==> src/rtl/cell_decoder.sv <==
// cell_decoder: decodes a stream of pixel writes into a 7x7 board of tile states.
// A tile is reported once all 225 of its interior pixels arrive consecutively
// with one colour. Optional macro CELL_DECODER_ERR_EN adds the abort_count and
// err_pulse outputs.
//
// state  | meaning
// IDLE   | no tile in progress
// ACCUM  | counting matching pixels of the latched tile
// REPORT | one-cycle tile report, board write
module cell_decoder (
    input  logic       clk,
    input  logic       resetGame,
    input  logic       writeEn,
    input  logic [7:0] x_in,
    input  logic [6:0] y_in,
    input  logic [2:0] colour_in,
    input  logic [2:0] query_col,
    input  logic [2:0] query_row,
    output logic [1:0] query_state,
    output logic       cell_valid,
    output logic [2:0] cell_col,
    output logic [2:0] cell_row,
    output logic [1:0] cell_state
`ifdef CELL_DECODER_ERR_EN
    ,
    output logic [7:0] abort_count,
    output logic       err_pulse
`endif
);

    typedef enum logic [1:0] {
        S_IDLE   = 2'd0,
        S_ACCUM  = 2'd1,
        S_REPORT = 2'd2
    } state_t;

    localparam logic [7:0] TILE_PIXELS = 8'd225;

    state_t     r_state;
    state_t     w_state_next;
    logic [7:0] r_count;
    logic [2:0] r_col;
    logic [2:0] r_row;
    logic [2:0] r_colour;
    logic [1:0] r_board [0:6][0:6];

    logic       w_in_grid;
    logic       w_accept;
    logic       w_match;
    logic [6:0] w_dx;
    logic [6:0] w_dy;
    logic [2:0] w_col;
    logic [2:0] w_row;

    function automatic logic [1:0] colour_to_state(input logic [2:0] c);
        case (c)
            3'b111:  return 2'b00;
            3'b100:  return 2'b01;
            3'b110:  return 2'b10;
            default: return 2'b11;
        endcase
    endfunction

    // The grid spans at most 112 pixels per axis, so 7-bit offsets suffice
    // once the in-grid test has passed.
    assign w_in_grid = (x_in >= 8'd25) && (x_in <= 8'd136) &&
                       (y_in >= 7'd10) && (y_in <= 7'd121);
    assign w_dx      = 7'(x_in - 8'd25);
    assign w_dy      = y_in - 7'd10;
    assign w_col     = w_dx[6:4];
    assign w_row     = w_dy[6:4];
    assign w_accept  = writeEn && w_in_grid &&
                       (w_dx[3:0] != 4'hF) && (w_dy[3:0] != 4'hF);
    assign w_match   = (w_col == r_col) && (w_row == r_row) && (colour_in == r_colour);

    // State register
    always_ff @(posedge clk) begin
        if (resetGame) r_state <= S_IDLE;
        else           r_state <= w_state_next;
    end

    // Next-state logic; REPORT behaves like IDLE so a pixel in that cycle is not lost
    always_comb begin
        w_state_next = r_state;
        case (r_state)
            S_IDLE, S_REPORT: w_state_next = w_accept ? S_ACCUM : S_IDLE;
            S_ACCUM: begin
                if (w_accept && w_match && (r_count == TILE_PIXELS - 8'd1))
                    w_state_next = S_REPORT;
                else
                    w_state_next = S_ACCUM;
            end
            default: w_state_next = S_IDLE;
        endcase
    end

    // Output logic
    always_comb begin
        cell_valid = (r_state == S_REPORT);
`ifdef CELL_DECODER_ERR_EN
        err_pulse  = (r_state == S_REPORT) && (cell_state == 2'b11);
`endif
    end

    // Tile latch and matching-pixel counter
    always_ff @(posedge clk) begin
        if (resetGame) begin
            r_count  <= 8'd0;
            r_col    <= 3'd0;
            r_row    <= 3'd0;
            r_colour <= 3'd0;
        end else if (r_state == S_ACCUM) begin
            if (w_accept && w_match) begin
                r_count <= (r_count >= TILE_PIXELS) ? TILE_PIXELS : r_count + 8'd1;
            end else if (w_accept) begin
                r_col    <= w_col;
                r_row    <= w_row;
                r_colour <= colour_in;
                r_count  <= 8'd1;
            end
        end else if (w_accept) begin
            r_col    <= w_col;
            r_row    <= w_row;
            r_colour <= colour_in;
            r_count  <= 8'd1;
        end else begin
            r_count  <= 8'd0;
        end
    end

    // Report registers load on entry to REPORT and hold until the next report
    always_ff @(posedge clk) begin
        if (resetGame) begin
            cell_col   <= 3'd0;
            cell_row   <= 3'd0;
            cell_state <= 2'b00;
        end else if ((r_state == S_ACCUM) && (w_state_next == S_REPORT)) begin
            cell_col   <= r_col;
            cell_row   <= r_row;
            cell_state <= colour_to_state(r_colour);
        end
    end

    // Board storage, written at the end of the REPORT cycle
    always_ff @(posedge clk) begin
        if (resetGame) begin
            for (int r = 0; r < 7; r++)
                for (int c = 0; c < 7; c++)
                    r_board[r][c] <= 2'b00;
        end else if ((r_state == S_REPORT) && (cell_row < 3'd7) && (cell_col < 3'd7)) begin
            r_board[cell_row][cell_col] <= cell_state;
        end
    end

    assign query_state = ((query_row < 3'd7) && (query_col < 3'd7)) ?
                         r_board[query_row][query_col] : 2'b00;

`ifdef CELL_DECODER_ERR_EN
    // Count aborted tiles, saturating
    always_ff @(posedge clk) begin
        if (resetGame)
            abort_count <= 8'd0;
        else if ((r_state == S_ACCUM) && w_accept && !w_match && (abort_count != 8'hFF))
            abort_count <= abort_count + 8'd1;
    end
`endif

endmodule

==> config.mk <==
export PLATFORM = sky130hd
export DESIGN_NAME = cell_decoder
export DESIGN_NICKNAME = d
export VERILOG_FILES = /design/src/rtl/cell_decoder.sv
export SDC_FILE = /design/constraint.sdc
export NUM_CORES = 1
export LEC_CHECK = 0
export ABC_AREA = 1
export CORE_ASPECT_RATIO = 1.1
export CORE_MARGIN = 2
export CORE_UTILIZATION = 45
export DETAILED_ROUTE_END_ITERATION = 10
export SLEW_MARGIN = 20
export SYNTH_ARGS = -nofsm -noshare
export SYNTH_HDL_FRONTEND = slang
export SYNTH_SLANG_ARGS = --single-unit
==> constraint.sdc <==
create_clock -name clk -period 2.59 [get_ports clk]
set_clock_uncertainty 0.2 [all_clocks]
set_input_delay 0.3885 -clock clk [delete_from_list [all_inputs] [get_ports clk]]
set_output_delay 0.3885 -clock clk [all_outputs]
set_load 0.005 [all_outputs]
==> impl_results.md, run 1 <==
- Ys async rst share: 0%
- PD cells: 608.0 nW/um2
- Worst path max stage delay: 0.18 ns
- Overall power: 5.369 mW
- Die X: 124.0 um
- Syn. warnings: 0
- Largest net degree at the start of global routing: 51
- Mapped Cells: 869
- Setup TNS: 0 ns
- RSZ-0062 raised after global routing: false
- Switching pwr: 1.255 mW
- Largest cells by area after synthesis: edfxtp_1 47%, nand2_1 13%, nor2_1 10%
- First-pass GRT wire length: 30030 um
- Slowest CP cell: buf_12
- Row count: 48
- Routability congestion estimate: 0.8668
- GRT Total Usage: 23.65%
- Iteration-0 DRC Markers: 529
- Met3 wire length: 1063 um
- Seq cells post-synth: 139
- Placed Cells: 1140
- Sequential share of power: 47.6%
- Most common cell in the netlist: nand2_1
- Hold Vio Cnt, Final: 0
- CTS tree: built
- Post-synthesis sequential area ratio: 54.76%
- Worst-path clk slew: 0.06 ns
- Initial antenna violation count: 0
- CTS Sinks: 139
- Final setup fails: 0
- Vias per inst: 5.334
- # fillers: 1421
- Hold_ws: 0.2606 ns
- Share of cells above drive strength 1: 13.06%
- Status: finished, final reports clean
- Clk Latency, worst-skew pair: 0.42 ns
- Final ANT Viol Nets: 0
- Worst vdd ir: 0.5200 mV
- Max-slew headroom: 37.53%
- WP data required: 2.00 ns
- Cell-internal power: 4.114 mW
- Max-slew violation count: 0
- Synthesized cell area: 7129 um2
- Boundary pin count: 38
- Logic pwr share: 9.4%
- Hold_buf cts: 0
- CP Capture Type: primary output
- H-tree lvl count: 4
- Vias in the first global route: 6291
- Worst setup path startpoint: query_row[1]
- ANT cells: 0
- Synth cell count leaders: 254 x nand2_1, 193 x nor2_1, 112 x edfxtp_1
- Crit-path cells: buf_4, clkinvlp_4, buf_12, buf_6, nand3_1, o221ai_1, nand2_1, nand2_1, o211ai_1, o21ai_0, nor2_1, clkbuf_2
- Syn avg cell area: 8.204 um2
- Top FF cell, synth: edfxtp_1
- M1 wire length: 7690 um
- Hold Startpoint: r_count[7]$_SDFFE_PP0P_
- WL/cell: 15.95 um
- NumNets Final: 999
- CP dominant cell by count: nand2_1
- Initial Utilization: 45.66%
- Crit Path Max Fanout: 6
- Netlist cell types: 41
- Max-cap violations: 0
- Worst Path Arrival: 1.83 ns
- Peak Freq: 0.4130 GHz
- Post-synth EDFFs: 112
- Area Growth Syn to Fin: 23.85%
- Placed wire-length estimate: 12990 um
- Tmin final: 2.421 ns
- HP Class: register to register
- Die area: 16870 um2
- CP Class: input pin to primary output
- Highest metal used: met4
- Leak: 3.467 nW
- TritonCTS Buffers: 17
- Clock power share: 43.0%
- Drt pass-1 iters: 5
- Startpoint types: input pin
- # DRC: 0
- Period utilization: 93.48%
- Post-synthesis cell type with the largest combined area: edfxtp_1
- Remaining Overflow, GRT: 0
- Root Driver: clkbuf_16
- Net Sw Frac: 23.37%
- Met2 WL post-DR: 9482 um
- Port buffer count: 37
- Fin cells: 1180
- Die Y: 136.0 um
- R2r startpoint: r_state[1]$_SDFF_PP0_
- Via count: 6294
- Worst-margin pin slew: 0.9357 ns
- Final WL: 18820 um
- Clk buf depth: 2
- Core area: 15620 um2
- Synth top area share: 47.17%
critical path: cells and delay by family:
| kind | cells | cell delay (ns) |
|---|---|---|
| buffers and inverters | 5 | 0.69 |
| AO/OA/AOI/OAI | 3 | 0.39 |
| AND/OR/NAND/NOR | 4 | 0.35 |
cell families (layout without fill, tap and decap cells):
logic type	after synthesis	after routing	share of synthesized area [%]
and+or+nand+nor	522	522	29.91
DFF	139	139	54.76
AOI/OAI and AO/OA	101	101	8.670
buffers and inverters	99	197	5.493
adders and majority gates	5	5	0.8775
xor gates and xnor gates	2	2	0.2457
other	1	14	0.05260
power groups by stage:
| stage | Sequential (mW) | Combinational, mW | Clock, mW |
|---|---|---|---|
| global placement | 2.60 | 0.467 | 0 |
| finish | 2.55 | 0.507 | 2.31 |
| CTS | 2.55 | 0.500 | 2.33 |
| detailed placement | 2.60 | 0.477 | 0 |
| global route | 2.56 | 0.568 | 2.44 |
| floorplan | 2.58 | 0.293 | 0 |
timing repair:
action,CTS,global route
cloned,1,0
pin swaps,6,1
buffers inserted,5,2
setup endpoints to repair,2,2
hold endpoints to repair,0,0
resized for setup,25,14
final cells by class:
class / count / area (um2) / share of cell area (%)
well taps: 200 / 250.2 / 2.834
clock inverters: 15 / 132.6 / 1.502
repair buffers: 105 / 985.9 / 11.17
clock buffers: 17 / 425.4 / 4.818
multi-input cells: 644 / 2898 / 32.82
inverters: 60 / 234.0 / 2.650
flip-flops and latches: 139 / 3904 / 44.21
sequential cells by signal, indices dropped and copies added (netlist names):
| signal | flops |
|---|---|
| r_board | 112 |
| r_count | 8 |
| cell_col | 3 |
| cell_row | 3 |
| r_col | 3 |
| r_colour | 3 |
| r_row | 3 |
| cell_state | 2 |
| r_state | 2 |
worst paths after layout:
kind	to	slack [ns]	depth (start not counted)
setup reg to reg	r_board[6][1]$_SDFFCE_PN0P_	0.38	9
setup / recovery	query_state[1]	0.17	12
hold reg to reg	r_count[7]$_SDFFE_PP0P_	0.26	2
hold / removal	r_count[7]$_SDFFE_PP0P_	0.26	2
per-stage QoR:
stage / worst slack, ns / area (um2) / utilization [%]
after global routing: 0.004363 / 8830 / 56.55
after global placement: -0.6774 / 8133 / 52.08
final: 0.1689 / 8830 / 56.55
after floorplan: 0.4201 / 7178 / -
after detailed placement: -0.7588 / 8133 / 52.08
after CTS: 0.01124 / 8801 / 56.36
cells in the final DEF (no fill, tap or decap), types with 3 or more instances in the layout:
cell,instances
a21oi_1,25
buf_12,5
buf_4,55
buf_6,8
clkbuf_16,17
clkdlybuf4s50_1,32
clkinv_1,3
clkinv_2,7
clkinvlp_4,5
conb_1,14
dfxtp_1,27
edfxtp_1,112
ha_1,5
inv_1,53
inv_2,4
nand2_1,253
nand3_1,43
nor2_1,192
nor2_2,5
nor3_1,10
o211ai_1,11
o21ai_0,33
o21ai_1,4
o221ai_1,15
o22ai_1,5
metal layers:
layer	vias up	GRT usage, %
li1	3078	-
met1	2988	27.64
met2	184	41.70
met3	44	4.740
met4	0	10.42
met5	-	0
Note: power is estimated with default switching activity, not from simulation.
==> run 2: changes to the inputs <==
--- a/config.mk
+++ b/config.mk
@@ -10,6 +10,7 @@
 export CORE_MARGIN = 2
 export CORE_UTILIZATION = 45
 export DETAILED_ROUTE_END_ITERATION = 10
+export SETUP_SLACK_MARGIN = 0.5
 export SLEW_MARGIN = 20
 export SYNTH_ARGS = -nofsm -noshare
 export SYNTH_HDL_FRONTEND = slang
==> impl_results.md, run 2 (synthesis gave the netlist of run 1 again) <==
- Final ANT Viol Nets: 0 (unchanged)
- Worst path max stage delay: 0.34 ns (+0.16 ns)
- R2R depth: 10 (+1)
- Remaining Overflow, GRT: 0 (unchanged)
- Final Cell Area: 9582 um2 (+8.5%)
- Hold Vio Cnt, Final: 0 (unchanged)
- Final setup fails: 0 (unchanged)
- Port buffer count: 37 (unchanged)
- Clk buf depth: 2 (unchanged)
- # DRC: 0 (unchanged)
- Largest register by flop count: r_board
- DP Area: 8184 um2 (+0.63%)
- Buf+Inv Stages, Crit Path: 1 (-4)
- Reg2reg setup slack: 0.50 ns (+0.12 ns)
- PD cells: 575.3 nW/um2 (-5.4%)
- Worst-margin pin slew: 0.6266 ns (-0.3091 ns)
- WP data required: 2.00 ns (about the same)
- Slowest CP cell: edfxtp_1
- NumNets Final: 1002 (+0.30%)
- Largest net degree at the start of global routing: 51 (unchanged)
- Core area: 15620 um2 (unchanged)
- Max FFs per register: 112 (unchanged)
- Initial antenna violation count: 0 (unchanged)
- Hold_ws: 0.1426 ns (-0.1180 ns)
- Setup TNS: 0 ns (unchanged)
- Biggest regs: r_board x112, r_count x8
- Period utilization: 91.13% (-2.4 points)
- Via count: 6299 (+0.079%)
- Die X: 124.0 um (unchanged)
- First-pass GRT wire length: 30480 um (+1.5%)
- Vias in the first global route: 6128 (-2.6%)
- Max-slew violation count: 0 (unchanged)
- Hold_buf cts: 0 (unchanged)
- CP Class: register to primary output
- Status: finished, final reports clean
- Fin cells: 1183 (+0.25%)
- Area Growth Syn to Fin: 34.40%
- Placed wire-length estimate: 13210 um (+1.6%)
- Max-slew headroom: 58.22% (+21 points)
- CP top delay family: compound AO/OA/AOI/OAI gates
- Leak: 3.953 nW (+14%)
- Worst vdd ir: 0.4660 mV (-10%)
- Crit-path cells: nor2_1, nor2_1, o21ai_0, o211ai_1, nand3_1, a21oi_1, o21ai_1, a21oi_1, buf_2
- H-tree lvl count: 4 (unchanged)
- Boundary pin count: 38 (unchanged)
- # fillers: 1303 (-8.3%)
- Die area: 16870 um2 (unchanged)
- Worst-path clk slew: 0.06 ns (about the same)
- Max-cap violations: 0 (unchanged)
- Tmin final: 2.360 ns (-0.06097 ns)
- Die Y: 136.0 um (unchanged)
- Crit Path Max Fanout: 1 (-5)
- Iteration-0 DRC Markers: 487 (-7.9%)
- CTS Sinks: 139 (unchanged)
- Vias per inst: 5.325 (-0.17%)
- HP Class: input pin to register
- Routability congestion estimate: 0.9021 (+4.1%)
- Commonest non-fill, non-tap cell in the layout: nand2_1
- Clk Latency, worst-skew pair: 0.42 ns (about the same)
- Root Driver: clkbuf_16
- ANT cells: 0 (unchanged)
- CP Depth: 9 (-3)
- Hold path cells: 5 (+3)
- Placed Cells: 1139 (-0.088%)
- Peak Freq: 0.4237 GHz (+2.6%)
- Share of cells above drive strength 1: 23.80% (+11 points)
- TritonCTS Buffers: 17 (unchanged)
- Drt pass-1 iters: 5 (unchanged)
- Overall power: 5.513 mW (+2.7%)
- Most frequent cells in the layout: 195 x nand2_1, 172 x nor2_1, 112 x edfxtp_1
- CTS tree: built
- Final WL: 19400 um (+3.1%)
- Startpoint types: register
- Row count: 48 (unchanged)
- RSZ-0062 raised after global routing: true
- CP Capture Type: primary output
- WL/cell: 16.40 um (+2.8%)
- GRT Total Usage: 23.95% (+0.30 points)
- Initial Utilization: 45.66% (unchanged)
- Worst Path Arrival: 1.77 ns (-0.06 ns)
==> run 2: layer usage <==
layer | vias to the layer above | GRT usage [%] | wire length (um) | part of all wire (%)
met3 | 40 | 5.872 | 1123 | 5.8
met1 | 2968 | 28.31 | 7728 | 40
met2 | 216 | 42.00 | 10100 | 52
met5 | - | 0 | 0 | 0
li1 | 3075 | - | - | -
met4 | 0 | 8.677 | 442 | 2.3
==> run 2: report_power, final <==
| group | total (mW) | switching [mW] | internal [mW] |
|---|---|---|---|
| clock | 2.40 | 0.894 | 1.50 |
| sequential | 2.56 | 0.0541 | 2.51 |
| combinational | 0.557 | 0.321 | 0.236 |
| total | 5.51 | 1.27 | 4.24 |
==> run 2: final cells by class <==
cell class | count | area [um2] | area share [%]
inverter | 60 | 235.2 | 2.455
clock buffer | 28 | 571.8 | 5.968
timing repair buffer | 108 | 1121 | 11.70
tap | 200 | 250.2 | 2.612
multi-input combinational | 644 | 3466 | 36.17
sequential | 139 | 3915 | 40.86
clock inverter | 4 | 22.52 | 0.2350
==> run 2: worst register-to-register path, cell delays in order (launching register included) <==
cell and delay, ns:
dfxtp_2 0.33, inv_2 0.04, nor2_4 0.12, o31ai_4 0.09, a311oi_2 0.27, nand2_2 0.14, buf_6 0.16, nor2_4 0.12
buf_12 0.17, nand2_2 0.09, nand2_2 0.08
==> run 2: metrics by stage <==
stage	utilization (%)	setup slack (ns)
after detailed placement	52.41	-0.7003
after CTS	57.55	0.2548
after global routing	61.36	0.1137
after floorplan	-	0.5048
final	61.36	0.2298
after global placement	52.41	-0.6959
==> run 2: worst paths after layout <==
check                                                  start                          end
worst max-delay path            r_board[0][12]$_SDFFCE_PN0P_               query_state[0]
worst min-delay path                            colour_in[1]     r_colour[1]$_SDFFE_PP0P_
worst max register to register         r_state[1]$_SDFF_PP0_  r_board[0][9]$_SDFFCE_PN0P_
worst min register to register       r_count[7]$_SDFFE_PP0P_      r_count[7]$_SDFFE_PP0P_
==> run 2: repair_timing <==
item | in CTS | in global routing
resized for setup | 82 | 160
pin swaps | 21 | 36
gates cloned | 1 | 2
setup endpoints to repair | 138 | 136
setup buffers | 5 | 4
==> run 3: changes to the inputs <==
--- a/config.mk
+++ b/config.mk
@@ -7,7 +7,7 @@
 export LEC_CHECK = 0
 export ABC_AREA = 1
 export CORE_ASPECT_RATIO = 1.1
-export CORE_MARGIN = 2
+export CORE_MARGIN = 3
 export CORE_UTILIZATION = 45
 export DETAILED_ROUTE_END_ITERATION = 10
 export SETUP_SLACK_MARGIN = 0.5
==> impl_results.md, run 3 (synthesis gave the netlist of run 1 again) <==
- CP Class: input pin to primary output
- Remaining Overflow, GRT: 0 (unchanged)
- Largest register by flop count: r_board
- Placed wire-length estimate: 12800 um (-3.1%)
- Die area: 17390 um2 (+3.1%)
- Status: finished, final reports clean
- Max-slew violation count: 0 (unchanged)
- Area occupied by multi-input gates: 3766 um2 (+8.7%)
- Clk Latency, worst-skew pair: 0.42 ns (about the same)
- RSZ-0062 raised after global routing: true
- Area Growth Syn to Fin: 38.72%
- Startpoint types: input pin
- Final WL: 19160 um (-1.2%)
- Initial antenna violation count: 0 (unchanged)
- Biggest regs: r_board x112, r_count x8
- TritonCTS Buffers: 17 (unchanged)
- Sequential cell area: 3919 um2 (about the same)
- Share of cells above drive strength 1: 33.37% (+9.6 points)
- ANT cells: 0 (unchanged)
- Die X: 126.0 um (+1.6%)
- First-pass GRT wire length: 30060 um (-1.4%)
- Boundary pin count: 38 (unchanged)
- WP data required: 2.00 ns (about the same)
- NumNets Final: 1008 (+0.60%)
- Vias per inst: 5.318 (-0.12%)
- Worst Path Arrival: 1.73 ns (-0.04 ns)
- # fillers: 1257 (-3.5%)
- CTS Sinks: 139 (unchanged)
- Core area: 15290 um2 (-2.1%)
- Worst-path clk slew: 0.06 ns (about the same)
- Max-cap violations: 0 (unchanged)
- Final ANT Viol Nets: 0 (unchanged)
- HP Class: input pin to register
- Drt pass-1 iters: 6 (+1)
- DP Area: 8159 um2 (-0.31%)
- Peak Freq: 0.4316 GHz (+1.9%)
- # DRC: 0 (unchanged)
- CP Capture Type: primary output
- Root Driver: clkbuf_16
- Port buffer count: 37 (unchanged)
- PD cells: 579.0 nW/um2 (+0.64%)
- Setup TNS: 0 ns (unchanged)
- GRT Total Usage: 21.56% (-2.4 points)
- Routability congestion estimate: 0.8789 (-2.6%)
- Crit Path Max Fanout: 13 (+12)
- Worst-margin pin slew: 0.7950 ns (+0.1683 ns)
- WL/cell: 16.17 um (-1.4%)
- Max FFs per register: 112 (unchanged)
- Largest net degree at the start of global routing: 51 (unchanged)
- Vias in the first global route: 6116 (-0.20%)
- Fin cells: 1185 (+0.17%)
- Iteration-0 DRC Markers: 516 (+6.0%)
- Commonest non-fill, non-tap cell in the layout: nor2_1
- H-tree lvl count: 4 (unchanged)
- Max-slew headroom: 47.00% (-11 points)
- Most frequent cells in the layout: 167 x nor2_1, 138 x nand2_1, 112 x edfxtp_1
- Leak: 4.187 nW (+5.9%)
- Clk buf depth: 2 (unchanged)
- Row count: 47 (-2.1%)
- Placed Cells: 1139 (unchanged)
- Tmin final: 2.317 ns (-0.04312 ns)
- Via count: 6302 (+0.048%)
- Hold_buf cts: 0 (unchanged)
- Die Y: 138.0 um (+1.5%)
- Period utilization: 89.46% (-1.7 points)
- Hold Vio Cnt, Final: 0 (unchanged)
- Final Cell Area: 9889 um2 (+3.2%)
- Initial Utilization: 46.63% (+0.97 points)
- Final setup fails: 0 (unchanged)
- CTS tree: built
- Worst vdd ir: 0.4328 mV (-7.1%)
==> run 3: power by group <==
group          leakage (nW)  switching, mW  total, mW  internal [mW]
clock                 0.294          0.897       2.59           1.69
combinational          2.59          0.338      0.581          0.243
sequential             1.30         0.0510       2.56           2.51
==> run 3: worst paths after layout <==
kind / startpoint / endpoint / slack (ns) / cells past startpoint
min reg2reg: r_count[7]$_SDFFE_PP0P_ / r_count[7]$_SDFFE_PP0P_ / 0.28 / 2
max reg2reg: r_colour[1]$_SDFFE_PP0P_ / r_count[3]$_SDFFE_PP0P_ / 0.47 / 14
min: colour_in[0] / r_colour[0]$_SDFFE_PP0P_ / 0.15 / 5
max: query_row[0] / query_state[0] / 0.27 / 11
==> run 3: timing repair <==
item,in CTS,in global routing
pin swaps,30,64
endpoints found under the setup margin,57,152
buffers inserted,7,6
gates resized for setup,91,258
gates cloned,0,1
==> run 3: through the flow <==
step | setup slack [ns] | util (%) | total power, mW | hold WS (ns)
after global routing | 0.1049 | 64.68 | 5.926 | 0.1726
after floorplan | 0.5048 | - | 2.872 | 0.2406
after global placement | -0.6332 | 53.36 | 3.069 | 0.2508
final | 0.2729 | 64.68 | 5.726 | 0.1528
after CTS | 0.2619 | 58.91 | 5.694 | 0.2691
after detailed placement | -0.6748 | 53.36 | 3.082 | 0.2596
==> run 3: metal layers <==
metal / share of wire (%) / wire length, um / global-route usage [%] / vias to the layer above
met5: 0 / 0 / 0 / -
met4: 2.3 / 433 / 7.510 / 0
met3: 5.9 / 1139 / 4.437 / 43
met2: 52 / 9936 / 38.22 / 227
met1: 40 / 7650 / 25.95 / 2943
li1: - / - / - / 3089
==> run 3: cell type report <==
type | instances | area share, %
inverter | 60 | 2.454
clock inverter | 14 | 2.037
clock buffer | 18 | 4.340
timing repair buffer | 114 | 10.98
tap | 196 | 2.480
sequential | 139 | 39.63
multi-input combinational | 644 | 38.08
==> run 3: critical path, cell delays in order <==
cell and delay (ns):
buf_4 0.14, clkinv_4 0.08, buf_8 0.15, buf_4 0.13
nor2_1 0.04, o211ai_1 0.20, nand3_1 0.13, a21oi_2 0.13
o21ai_1 0.06, a21oi_1 0.14, buf_2 0.14
